`src/rtl/calc_pkg.sv`:
```
// rtl/calc_pkg.sv - shared constants, FSM encoding and helpers for the calculator sequencer
// Contents: op_code values, operand/result widths, EXEC step count, state enum,
//           priority picker for simultaneous key events, zero-extension helper.
package calc_pkg;

    localparam int OPERAND_W  = 4;
    localparam int RESULT_W   = 8;
    localparam int EXEC_STEPS = 4;
    localparam int STEP_W     = $clog2(EXEC_STEPS);

    localparam logic [1:0] OP_ADD = 2'd0;
    localparam logic [1:0] OP_SUB = 2'd1;
    localparam logic [1:0] OP_MUL = 2'd2;
    localparam logic [1:0] OP_DIV = 2'd3;

    typedef enum logic [1:0] {
        ST_IDLE = 2'd0,
        ST_EXEC = 2'd1,
        ST_SHOW = 2'd2
    } state_e;

    // Lowest key index wins when several press events land in the same cycle.
    function automatic logic [1:0] pick_op(input logic [3:0] ev);
        if (ev[0])      return OP_ADD;
        else if (ev[1]) return OP_SUB;
        else if (ev[2]) return OP_MUL;
        else            return OP_DIV;
    endfunction

    function automatic logic [RESULT_W-1:0] zext(input logic [OPERAND_W-1:0] v);
        return {{(RESULT_W-OPERAND_W){1'b0}}, v};
    endfunction

endpackage

```
`src/rtl/key_debounce.sv`:
```
// rtl/key_debounce.sv - 2-FF synchronizer, debounce counter and press pulse for one key
// Ports: clk, rst (sync, active-high), key_n (raw active-low button),
//        press (one-cycle pulse on a debounced press).
module key_debounce #(
    parameter int unsigned DEBOUNCE_CYCLES = 500000
) (
    input  logic clk,
    input  logic rst,
    input  logic key_n,
    output logic press
);

    localparam int CNT_W = $clog2(DEBOUNCE_CYCLES + 1);

    logic             sync1_q;
    logic             sync2_q;
    logic             level_q;
    logic             press_q;
    logic [CNT_W-1:0] cnt_q;

    always_ff @(posedge clk) begin
        if (rst) begin
            sync1_q <= 1'b1;
            sync2_q <= 1'b1;
            level_q <= 1'b1;
            press_q <= 1'b0;
            cnt_q   <= '0;
        end else begin
            sync1_q <= key_n;
            sync2_q <= sync1_q;
            press_q <= 1'b0;
            if (sync2_q != level_q) begin
                // The DEBOUNCE_CYCLES-th consecutive differing sample commits the new level.
                if (cnt_q == CNT_W'(DEBOUNCE_CYCLES - 1)) begin
                    level_q <= sync2_q;
                    press_q <= ~sync2_q;
                    cnt_q   <= '0;
                end else begin
                    cnt_q <= cnt_q + 1'b1;
                end
            end else begin
                cnt_q <= '0;
            end
        end
    end

    assign press = press_q;

endmodule

```
`src/rtl/calc_seq_ctrl.sv`:
```
// rtl/calc_seq_ctrl.sv - key-driven sequencer and multi-cycle datapath for the 4-bit calculator
// Ports: clk, rst (sync, active-high); sw_a/sw_b raw operand switches; key_n raw
//        active-low op buttons [0]=add [1]=sub [2]=mul [3]=div; op_a/op_b/op_code
//        latched request; result/error held for display; busy during EXEC; done pulse.
module calc_seq_ctrl
    import calc_pkg::*;
#(
    parameter int unsigned DEBOUNCE_CYCLES = 500000
) (
    input  logic                 clk,
    input  logic                 rst,
    input  logic [OPERAND_W-1:0] sw_a,
    input  logic [OPERAND_W-1:0] sw_b,
    input  logic [3:0]           key_n,
    output logic [OPERAND_W-1:0] op_a,
    output logic [OPERAND_W-1:0] op_b,
    output logic [1:0]           op_code,
    output logic [RESULT_W-1:0]  result,
    output logic                 error,
    output logic                 busy,
    output logic                 done
);

    logic [3:0] press;

    for (genvar i = 0; i < 4; i++) begin : g_key
        key_debounce #(
            .DEBOUNCE_CYCLES(DEBOUNCE_CYCLES)
        ) u_key (
            .clk   (clk),
            .rst   (rst),
            .key_n (key_n[i]),
            .press (press[i])
        );
    end

    state_e                  state_q;
    logic [OPERAND_W-1:0]    op_a_q;
    logic [OPERAND_W-1:0]    op_b_q;
    logic [1:0]              op_code_q;
    logic [RESULT_W-1:0]     result_q;
    logic                    error_q;
    logic                    busy_q;
    logic                    done_q;
    logic [STEP_W-1:0]       step_q;
    logic [RESULT_W-1:0]     acc_q;
    logic [OPERAND_W-1:0]    rem_q;
    logic [EXEC_STEPS-2:0]   quot_q;

    logic                    last_step;
    logic [RESULT_W-1:0]     mul_d;
    logic [OPERAND_W:0]      div_shift;
    logic                    div_qbit;
    logic [OPERAND_W-1:0]    div_diff;
    logic [OPERAND_W-1:0]    rem_d;
    logic                    fin;
    logic [RESULT_W-1:0]     fin_result;
    logic                    fin_error;

    always_comb begin
        last_step  = (step_q == STEP_W'(EXEC_STEPS - 1));

        // Shift-and-add: bit step_q of B adds A<<step_q.
        mul_d      = acc_q + (op_b_q[step_q] ? (zext(op_a_q) << step_q) : '0);

        // Restoring division, dividend bits taken MSB first. When the subtract
        // succeeds the true difference is below B, so 4 bits hold it exactly.
        div_shift  = {rem_q, op_a_q[STEP_W'(OPERAND_W - 1) - step_q]};
        div_qbit   = (div_shift >= {1'b0, op_b_q});
        div_diff   = div_shift[OPERAND_W-1:0] - op_b_q;
        rem_d      = div_qbit ? div_diff : div_shift[OPERAND_W-1:0];

        fin        = 1'b0;
        fin_result = '0;
        fin_error  = 1'b0;
        case (op_code_q)
            OP_ADD: begin
                fin        = 1'b1;
                fin_result = zext(op_a_q) + zext(op_b_q);
            end
            OP_SUB: begin
                fin = 1'b1;
                if (op_a_q >= op_b_q) fin_result = zext(op_a_q - op_b_q);
                else                  fin_error  = 1'b1;
            end
            OP_MUL: begin
                fin        = last_step;
                fin_result = mul_d;
            end
            default: begin
                // Divide by zero is caught on the first EXEC cycle.
                if (op_b_q == '0) begin
                    fin       = 1'b1;
                    fin_error = 1'b1;
                end else begin
                    fin        = last_step;
                    fin_result = zext({quot_q, div_qbit});
                end
            end
        endcase
    end

    always_ff @(posedge clk) begin
        if (rst) begin
            state_q   <= ST_IDLE;
            op_a_q    <= '0;
            op_b_q    <= '0;
            op_code_q <= OP_ADD;
            result_q  <= '0;
            error_q   <= 1'b0;
            busy_q    <= 1'b0;
            done_q    <= 1'b0;
            step_q    <= '0;
            acc_q     <= '0;
            rem_q     <= '0;
            quot_q    <= '0;
        end else begin
            done_q <= 1'b0;
            case (state_q)
                ST_IDLE, ST_SHOW: begin
                    if (|press) begin
                        op_a_q    <= sw_a;
                        op_b_q    <= sw_b;
                        op_code_q <= pick_op(press);
                        step_q    <= '0;
                        acc_q     <= '0;
                        rem_q     <= '0;
                        quot_q    <= '0;
                        busy_q    <= 1'b1;
                        state_q   <= ST_EXEC;
                    end
                end
                ST_EXEC: begin
                    // Press events arriving here are dropped, not queued.
                    if (fin) begin
                        result_q <= fin_result;
                        error_q  <= fin_error;
                        done_q   <= 1'b1;
                        busy_q   <= 1'b0;
                        state_q  <= ST_SHOW;
                    end else begin
                        step_q <= step_q + 1'b1;
                        acc_q  <= mul_d;
                        rem_q  <= rem_d;
                        quot_q <= {quot_q[EXEC_STEPS-3:0], div_qbit};
                    end
                end
                default: state_q <= ST_IDLE;
            endcase
        end
    end

    assign op_a    = op_a_q;
    assign op_b    = op_b_q;
    assign op_code = op_code_q;
    assign result  = result_q;
    assign error   = error_q;
    assign busy    = busy_q;
    assign done    = done_q;

endmodule

```
`config.mk`:
```
export PLATFORM = sky130hd
export DESIGN_NAME = calc_seq_ctrl
export DESIGN_NICKNAME = d
export VERILOG_FILES = /design/src/rtl/calc_pkg.sv /design/src/rtl/key_debounce.sv /design/src/rtl/calc_seq_ctrl.sv
export SDC_FILE = /design/constraint.sdc
export NUM_CORES = 1
export LEC_CHECK = 0
export CAP_MARGIN = 5
export CORE_ASPECT_RATIO = 1.75
export CORE_MARGIN = 3
export CORE_UTILIZATION = 50
export CTS_CLUSTER_DIAMETER = 200
export DETAILED_ROUTE_END_ITERATION = 7
export GPL_ROUTABILITY_DRIVEN = 0
export PLACE_DENSITY_LB_ADDON = 0.15
export SYNTH_ARGS = -nofsm -noshare
export SYNTH_HDL_FRONTEND = slang
export SYNTH_SLANG_ARGS = --single-unit
```
`constraint.sdc`:
```
create_clock -name clk -period 3.9 [get_ports clk]
set_input_delay 0.78 -clock clk [delete_from_list [all_inputs] [get_ports clk]]
set_output_delay 0.78 -clock clk [all_outputs]
set_load 0.03 [all_outputs]
```
==> run_results.csv, run 1 <==
group,metric,value,unit
synth,synth_xor_area_frac,0.110,
route,vias,5170,
floorplan,initial_utilization,0.518,
global_route,grt_usage,0.209,
sta,fin_crit_sh,0.774,
floorplan,ios,35,
sta,setup_viol,0,
route,postRouteAntennaNets,0,
critical_path,required,4190,ps
sta,fin_crit,3020,ps
clock_network,cts_tree,"built",
floorplan,core_area,12200,um2
critical_path,crit_chain,"mux2_2 -> o21ai_0 -> nor2b_1 -> ha_1 -> a21o_1 -> a21oi_1 -> a21oi_1 -> o211a_1 -> a311o_1",
placement,port-buffer-count,34,
cells_and_area,diodes,0,
run,cap_viol_max_count,0,
clock_network,clk_pin_slew,60,ps
sta,slew_headroom,0.324,
route,drt-vias-per-instance,5.48,
power_and_ir_drop,power.density,406,nW/um2
floorplan,chipHeight,155,um
run_status,status,"complete, no violations",
synth,synth_top_area_frac,0.418,
power_and_ir_drop,power_frac_comb,0.013,
clock_network,cts_hold_buf,0,
sta,rsz0062_at_grt,"false",
floorplan,die-area,14100,um2
critical_path,critical_path_class,"reg2reg",
clock_network,ctsResizeCount,0,
route,wl,14000,um
global_route,grt_pass1_vias,5203,
route,drt_pre_antenna_iters,5,
critical_path,end_kind,"flip-flop",
synth,yosysMostFrequentCell,"dfxtp_1",
clock_network,clockRootBuffer,"clkbuf_16",
clock_network,cts.sinks,132,
global_route,antenna_found_initial,0,
route,post_drt_wl_per_cell,14.8,um
cells_and_area,multi_input_area,3470,um2
cells_and_area,area_growth,16.5,%
power_and_ir_drop,power_frac_clock,0.533,
clock_network,post_cts_buffers,0,
global_route,grt_max_degree,30,
synth,synth_warnings,0,
cells_and_area,layoutNonFillerInstCount,944,
clock_network,htree_levels,4,
power_and_ir_drop,switching_share,0.221,
sta,holdWs,413,ps
power_and_ir_drop,p_sw,0.662,mW
clock_network,clock_latency,410,ps
sta,worstMarginPinSlew,1010,ps
synth,synth_fa_ha_area_frac,0.0602,
route,drc_errors,0,
sta,hold_violations,0,
synth,synth_nets,776,
placement,place_inst,912,
synth,netlist_top_cells_count,"132 x dfxtp_1, 118 x nor2_1, 71 x nand2_1, 49 x nand3_1, 42 x xor2_1",
sta,clock_skew,8.89,ps
critical_path,critPathArrivalTime,3310,ps
synth,synth_compound_area_frac,0.0867,
min_path,hold_path.class,"reg2reg",
synth,netlist.top_cell.by_area,"dfxtp_1",
cells_and_area,regArea,2640,um2
placement,dpl.hpwl,10200,um
power_and_ir_drop,leakage,2.56,nW
global_route,grt_overflow,0,
synth,ys_dominant_reg_cell,"dfxtp_1",
critical_path,start_kind,"flip-flop",
cells_and_area,fin_util,0.603,
cells_and_area,nFillCells,1097,
synth,synth-seq-cells,132,
sta,setup-tns-final,0,ps
critical_path,slowest_delay,530,ps
synth,yosys-top-cells-area,"dfxtp_1 42%, nor2_1 7.0%, xor2_1 5.8%",
route,drt-initial-drc-count,194,
sta,drv_slew,0,
synth,synthMuxAreaShare,0.0216,
synth,synth_cell_types,58,
cells_and_area,nNetsFinal,808,
critical_path,crit_slowest_cell,"dfxtp_1",
synth,syn_inst,734,
synth,netlist_area,6320,um2
global_route,grt_pass1_wl,24300,um
power_and_ir_drop,p_seq_frac,0.454,
synth,yosysSeqAreaShare,0.418,
power_and_ir_drop,intPower,2.33,mW
critical_path,crit_top_cell,"a21oi_1",
synth,ys_async_sr_fraction,0,
sta,fmax,331,MHz
synth,yosys.area_share.simple,0.272,
synth,synth_top_family_by_area,"simple AND/OR/NAND/NOR gates",
power_and_ir_drop,ir_worst_vdd,0.292,mV
synth,synth-edff-count,0,
synth,synth.avg_cell_area,8.61,um2
power_and_ir_drop,power,2.99,mW
floorplan,die_w,91.0,um
floorplan,rows,53,
critical_path,crit_fanout,11,
cells_and_area,drive_above_1_share,0.0745,
clock_network,cts-buffers-inserted,17,
clock_network,ctsLongestPathBuffers,2,
==> routing by layer <==
layer  routed length [um]  track usage  vias to the layer above  share of wire
li1                     -            -                     2597              -
met1                 5700        0.224                     2451           0.41
met2                 7380        0.387                       96           0.53
met3                  471       0.0443                       26          0.034
met4                  453       0.0964                        0          0.032
met5                    0            0                        -              0
==> power by group through the flow <==
stage,clock [mW],combinational (mW),sequential [mW]
after floorplan,0,0.0208,1.39
after global placement,0,0.0379,1.39
after detailed placement,0,0.0384,1.39
after CTS,1.62,0.0385,1.36
after global routing,1.68,0.0427,1.36
final,1.59,0.0377,1.36
==> placed cells by master, fill, tap and decap left out, drive strengths merged, types with 5 or more instances in the layout <==
cell,Yosys,layout
a21o,5,5
a21oi,37,37
and2,5,5
and3,16,16
clkbuf,13,17
clkdlybuf4s50,0,33
clkinvlp,0,5
dfxtp,132,132
ha,24,24
inv,22,28
mux2i,8,8
nand2,71,71
nand2b,6,6
nand3,49,49
nand3b,6,6
nand4,14,14
nor2,120,120
nor3,20,20
nor4,11,11
nor4b,9,9
o21ai,9,9
or2,10,10
or3,5,5
xnor2,37,37
xor2,42,42
==> cells by family after synthesis <==
group                      after synthesis
muxes                                   12
buffers and inverters                   47
xor gates and xnor gates                79
adders and majority gates               28
and+or+nand+nor                        353
DFF                                    132
AOI/OAI and AO/OA                       83
==> path summary, 6_finish.rpt <==
path,from,to,slack (ps),cells after the start
worst max-delay path,step_q[1],result[7],880,9
worst min register to register,g_key[1].u_key.sync1_q,g_key[1].u_key.sync2_q,410,1
worst max register to register,step_q[1],result[7],880,9
worst min-delay path,g_key[1].u_key.sync1_q,g_key[1].u_key.sync2_q,410,1
==> sequential cells by signal, indices dropped and copies added, names as in the netlist <==
| signal | cells |
|---|---|
| acc_q | 8 |
| busy | 1 |
| done | 1 |
| error | 1 |
| g_key.u_key.cnt_q | 76 |
| g_key.u_key.level_q | 4 |
| g_key.u_key.press | 4 |
| g_key.u_key.sync1_q | 4 |
| g_key.u_key.sync2_q | 4 |
| op_a | 4 |
| op_b | 4 |
| op_code | 2 |
| quot_q | 3 |
| rem_q | 4 |
| result | 8 |
| state_q | 2 |
| step_q | 2 |
==> critical path: cells and delay by family (launching register included) <==
| family | cells | cell delay [ps] |
|---|---|---|
| AO/OA/AOI/OAI | 6 | 1490 |
| AND/OR/NAND/NOR | 1 | 110 |
| adder cells (fa/ha/maj) | 1 | 380 |
| multiplexers | 1 | 390 |
| flip-flops | 1 | 530 |
==> final cells by class <==
| class | count | area share |
|---|---|---|
| tap | 165 | 0.0280 |
| multi-input combinational | 555 | 0.472 |
| timing repair buffer | 37 | 0.0486 |
| sequential | 132 | 0.359 |
| inverter | 23 | 0.0117 |
| clock buffer | 17 | 0.0578 |
| clock inverter | 15 | 0.0231 |
==> metrics by stage <==
stage | cell area (um2) | setup WS [ps]
after floorplan | 6320 | 1130
after global placement | 6770 | 976
after detailed placement | 6770 | 907
after CTS | 7360 | 905
after global routing | 7360 | 749
final | 7360 | 883
(Power assumes the default switching activity.)
==> inputs of run 2 (changes only) <==
==> constraint.sdc (replaced) <==
create_clock -name clk -period 3.13 [get_ports clk]
set_input_delay 0.626 -clock clk [delete_from_list [all_inputs] [get_ports clk]]
set_output_delay 0.626 -clock clk [all_outputs]
set_load 0.03 [all_outputs]
==> run 2 against run 1 <==
Final cell count increased by 0.53%. Non-clock buffer count rose by 5. Clock skew shrank 1.9 ps. Core utilization grew 0.30 points. Critical endpoint unchanged. Sequential share of layout area decreased by 0.18 points. Critical path depth stayed put. Critical path type unchanged. Fmax increased by 5.9%. Die area stayed put. Routed wire length barely moved. Via count is 0.19% higher. Highest routed layer unchanged.
==> run_results.csv, run 2 (synthesis gave the netlist of run 1 again) <==
group,metric,value,unit
run_status,status,"complete, no violations",
global_route,grt_max_degree,24,
global_route,grt_pass1_wl,23600,um
clock_network,htree_levels,4,
cells_and_area,layout_common_cells,"132 x dfxtp_1, 118 x nor2_1, 71 x nand2_1",
cells_and_area,diodes,0,
critical_path,end_kind,"flip-flop",
critical_path,r2r_setup_slack,280,ps
sta,fmax,351,MHz
sta,finalWorstSetupSlack,280,ps
power_and_ir_drop,power,3.73,mW
cells_and_area,nNetsFinal,813,
sta,fin_crit_sh,0.910,
cells_and_area,area_growth,17.1,%
sta,rsz0062_at_grt,"false",
global_route,antenna_found_initial,0,
floorplan,chipHeight,155,um
clock_network,cts.sinks,132,
placement,port-buffer-count,34,
cells_and_area,drive_above_1_share,0.0804,
cells_and_area,layoutNonFillerInstCount,949,
critical_path,crit_fanout,11,
floorplan,die_w,91.0,um
clock_network,clockRootBuffer,"clkbuf_16",
sta,fin_crit,2850,ps
power_and_ir_drop,leakage,2.61,nW
floorplan,ios,35,
power_and_ir_drop,switching_share,0.210,
floorplan,die-area,14100,um2
clock_network,cts_tree,"built",
sta,hold_violations,0,
power_and_ir_drop,power_frac_comb,0.013,
cells_and_area,nFillCells,1112,
route,post_drt_wl_per_cell,14.8,um
power_and_ir_drop,power_frac_clock,0.533,
clock_network,post_cts_buffers,0,
route,drt_pre_antenna_iters,4,
clock_network,cts_hold_buf,0,
cells_and_area,final_common_cell,"dfxtp_1",
power_and_ir_drop,p_seq_frac,0.454,
sta,drv_slew,0,
route,drc_errors,0,
clock_network,ctsResizeCount,0,
power_and_ir_drop,ir_worst_vdd,0.377,mV
route,drt-vias-per-instance,5.46,
floorplan,initial_utilization,0.518,
power_and_ir_drop,power.density,504,nW/um2
sta,slew_headroom,0.324,
global_route,grt_pass1_vias,5192,
min_path,hold_path.class,"reg2reg",
route,drt-initial-drc-count,170,
global_route,grt_overflow,0,
power_and_ir_drop,p_sw,0.783,mW
clock_network,clk_pin_slew,60,ps
route,wl,14000,um
critical_path,start_kind,"flip-flop",
critical_path,critPathArrivalTime,3150,ps
floorplan,rows,53,
run,cap_viol_max_count,0,
route,vias,5180,
critical_path,required,3430,ps
clock_network,ctsLongestPathBuffers,2,
floorplan,core_area,12200,um2
sta,worstMarginPinSlew,1010,ps
sta,setup-tns-final,0,ps
cells_and_area,largest_reg_flops,76,
sta,clock_skew,7.03,ps
route,postRouteAntennaNets,0,
power_and_ir_drop,intPower,2.94,mW
clock_network,cts-buffers-inserted,17,
placement,place_inst,917,
sta,setup_viol,0,
clock_network,clock_latency,410,ps
critical_path,critical_path_class,"reg2reg",
placement,dpl_worst_slack,334,ps
sta,holdWs,413,ps
cells_and_area,largest-register,"g_key.u_key.cnt_q",
global_route,grt_usage,0.208,
placement,dpl.hpwl,10200,um
## run 2: cell count changes in the layout (fill, tap and decap cells not counted), sizes merged
cell and delta:
buf +5, clkbuf +3, clkinv +5, clkinvlp -4
inv -4
## run 2: layer usage
metal	track usage	wire length, um
met5	0	0
met4	0.107	546
met3	0.0555	466
met2	0.377	7320
met1	0.216	5680
## run 2: final timing paths
| kind | from | endpoint | depth (start not counted) |
|---|---|---|---|
| max | step_q[1] | result[7] | 9 |
| min | g_key[0].u_key.sync1_q | g_key[0].u_key.sync2_q | 1 |
| max reg2reg | step_q[1] | result[7] | 9 |
| min reg2reg | g_key[0].u_key.sync1_q | g_key[0].u_key.sync2_q | 1 |
## run 2: final cells by class
cell class	count	area [um2]	share of cell area
Clock buffer	20	467	0.0631
Clock inverter	12	128	0.0172
Inverter	23	86.3	0.0117
Multi-Input combinational cell	555	3470	0.470
Sequential cell	132	2640	0.357
Tap cell	165	206	0.0279
Timing Repair Buffer	42	395	0.0534
## run 2: critical path, stage by stage (launching register included)
cell and delay (ps):
dfxtp_1 540, mux2_2 390, o21ai_0 220, nor2b_1 80, ha_1 370, a21o_1 210
a21oi_1 210, a21oi_1 150, o211a_1 250, a311o_1 300
## run 2: power groups by stage
stage | logic [mW] | registers, mW | clock network, mW
detailed placement | 0.0487 | 1.73 | 0
global route | 0.0538 | 1.69 | 2.09
finish | 0.0484 | 1.69 | 1.99
CTS | 0.0490 | 1.69 | 2.02
floorplan | 0.0259 | 1.73 | 0
global placement | 0.0485 | 1.73 | 0
## run 2: through the flow
step | instance area, um2 | util
after global routing | 7400 | 0.606
final | 7400 | 0.606
after global placement | 6810 | 0.558
after CTS | 7400 | 0.606
after floorplan | 6320 | -
after detailed placement | 6810 | 0.558
==> inputs of run 3 (changes only) <==
--- a/config.mk
+++ b/config.mk
@@ -5,7 +5,6 @@
 export SDC_FILE = /design/constraint.sdc
 export NUM_CORES = 1
 export LEC_CHECK = 0
-export CAP_MARGIN = 5
 export CORE_ASPECT_RATIO = 1.75
 export CORE_MARGIN = 3
 export CORE_UTILIZATION = 50
==> results of run 3 <==
Final layout, timing and power as in run 2 (identical DEF).
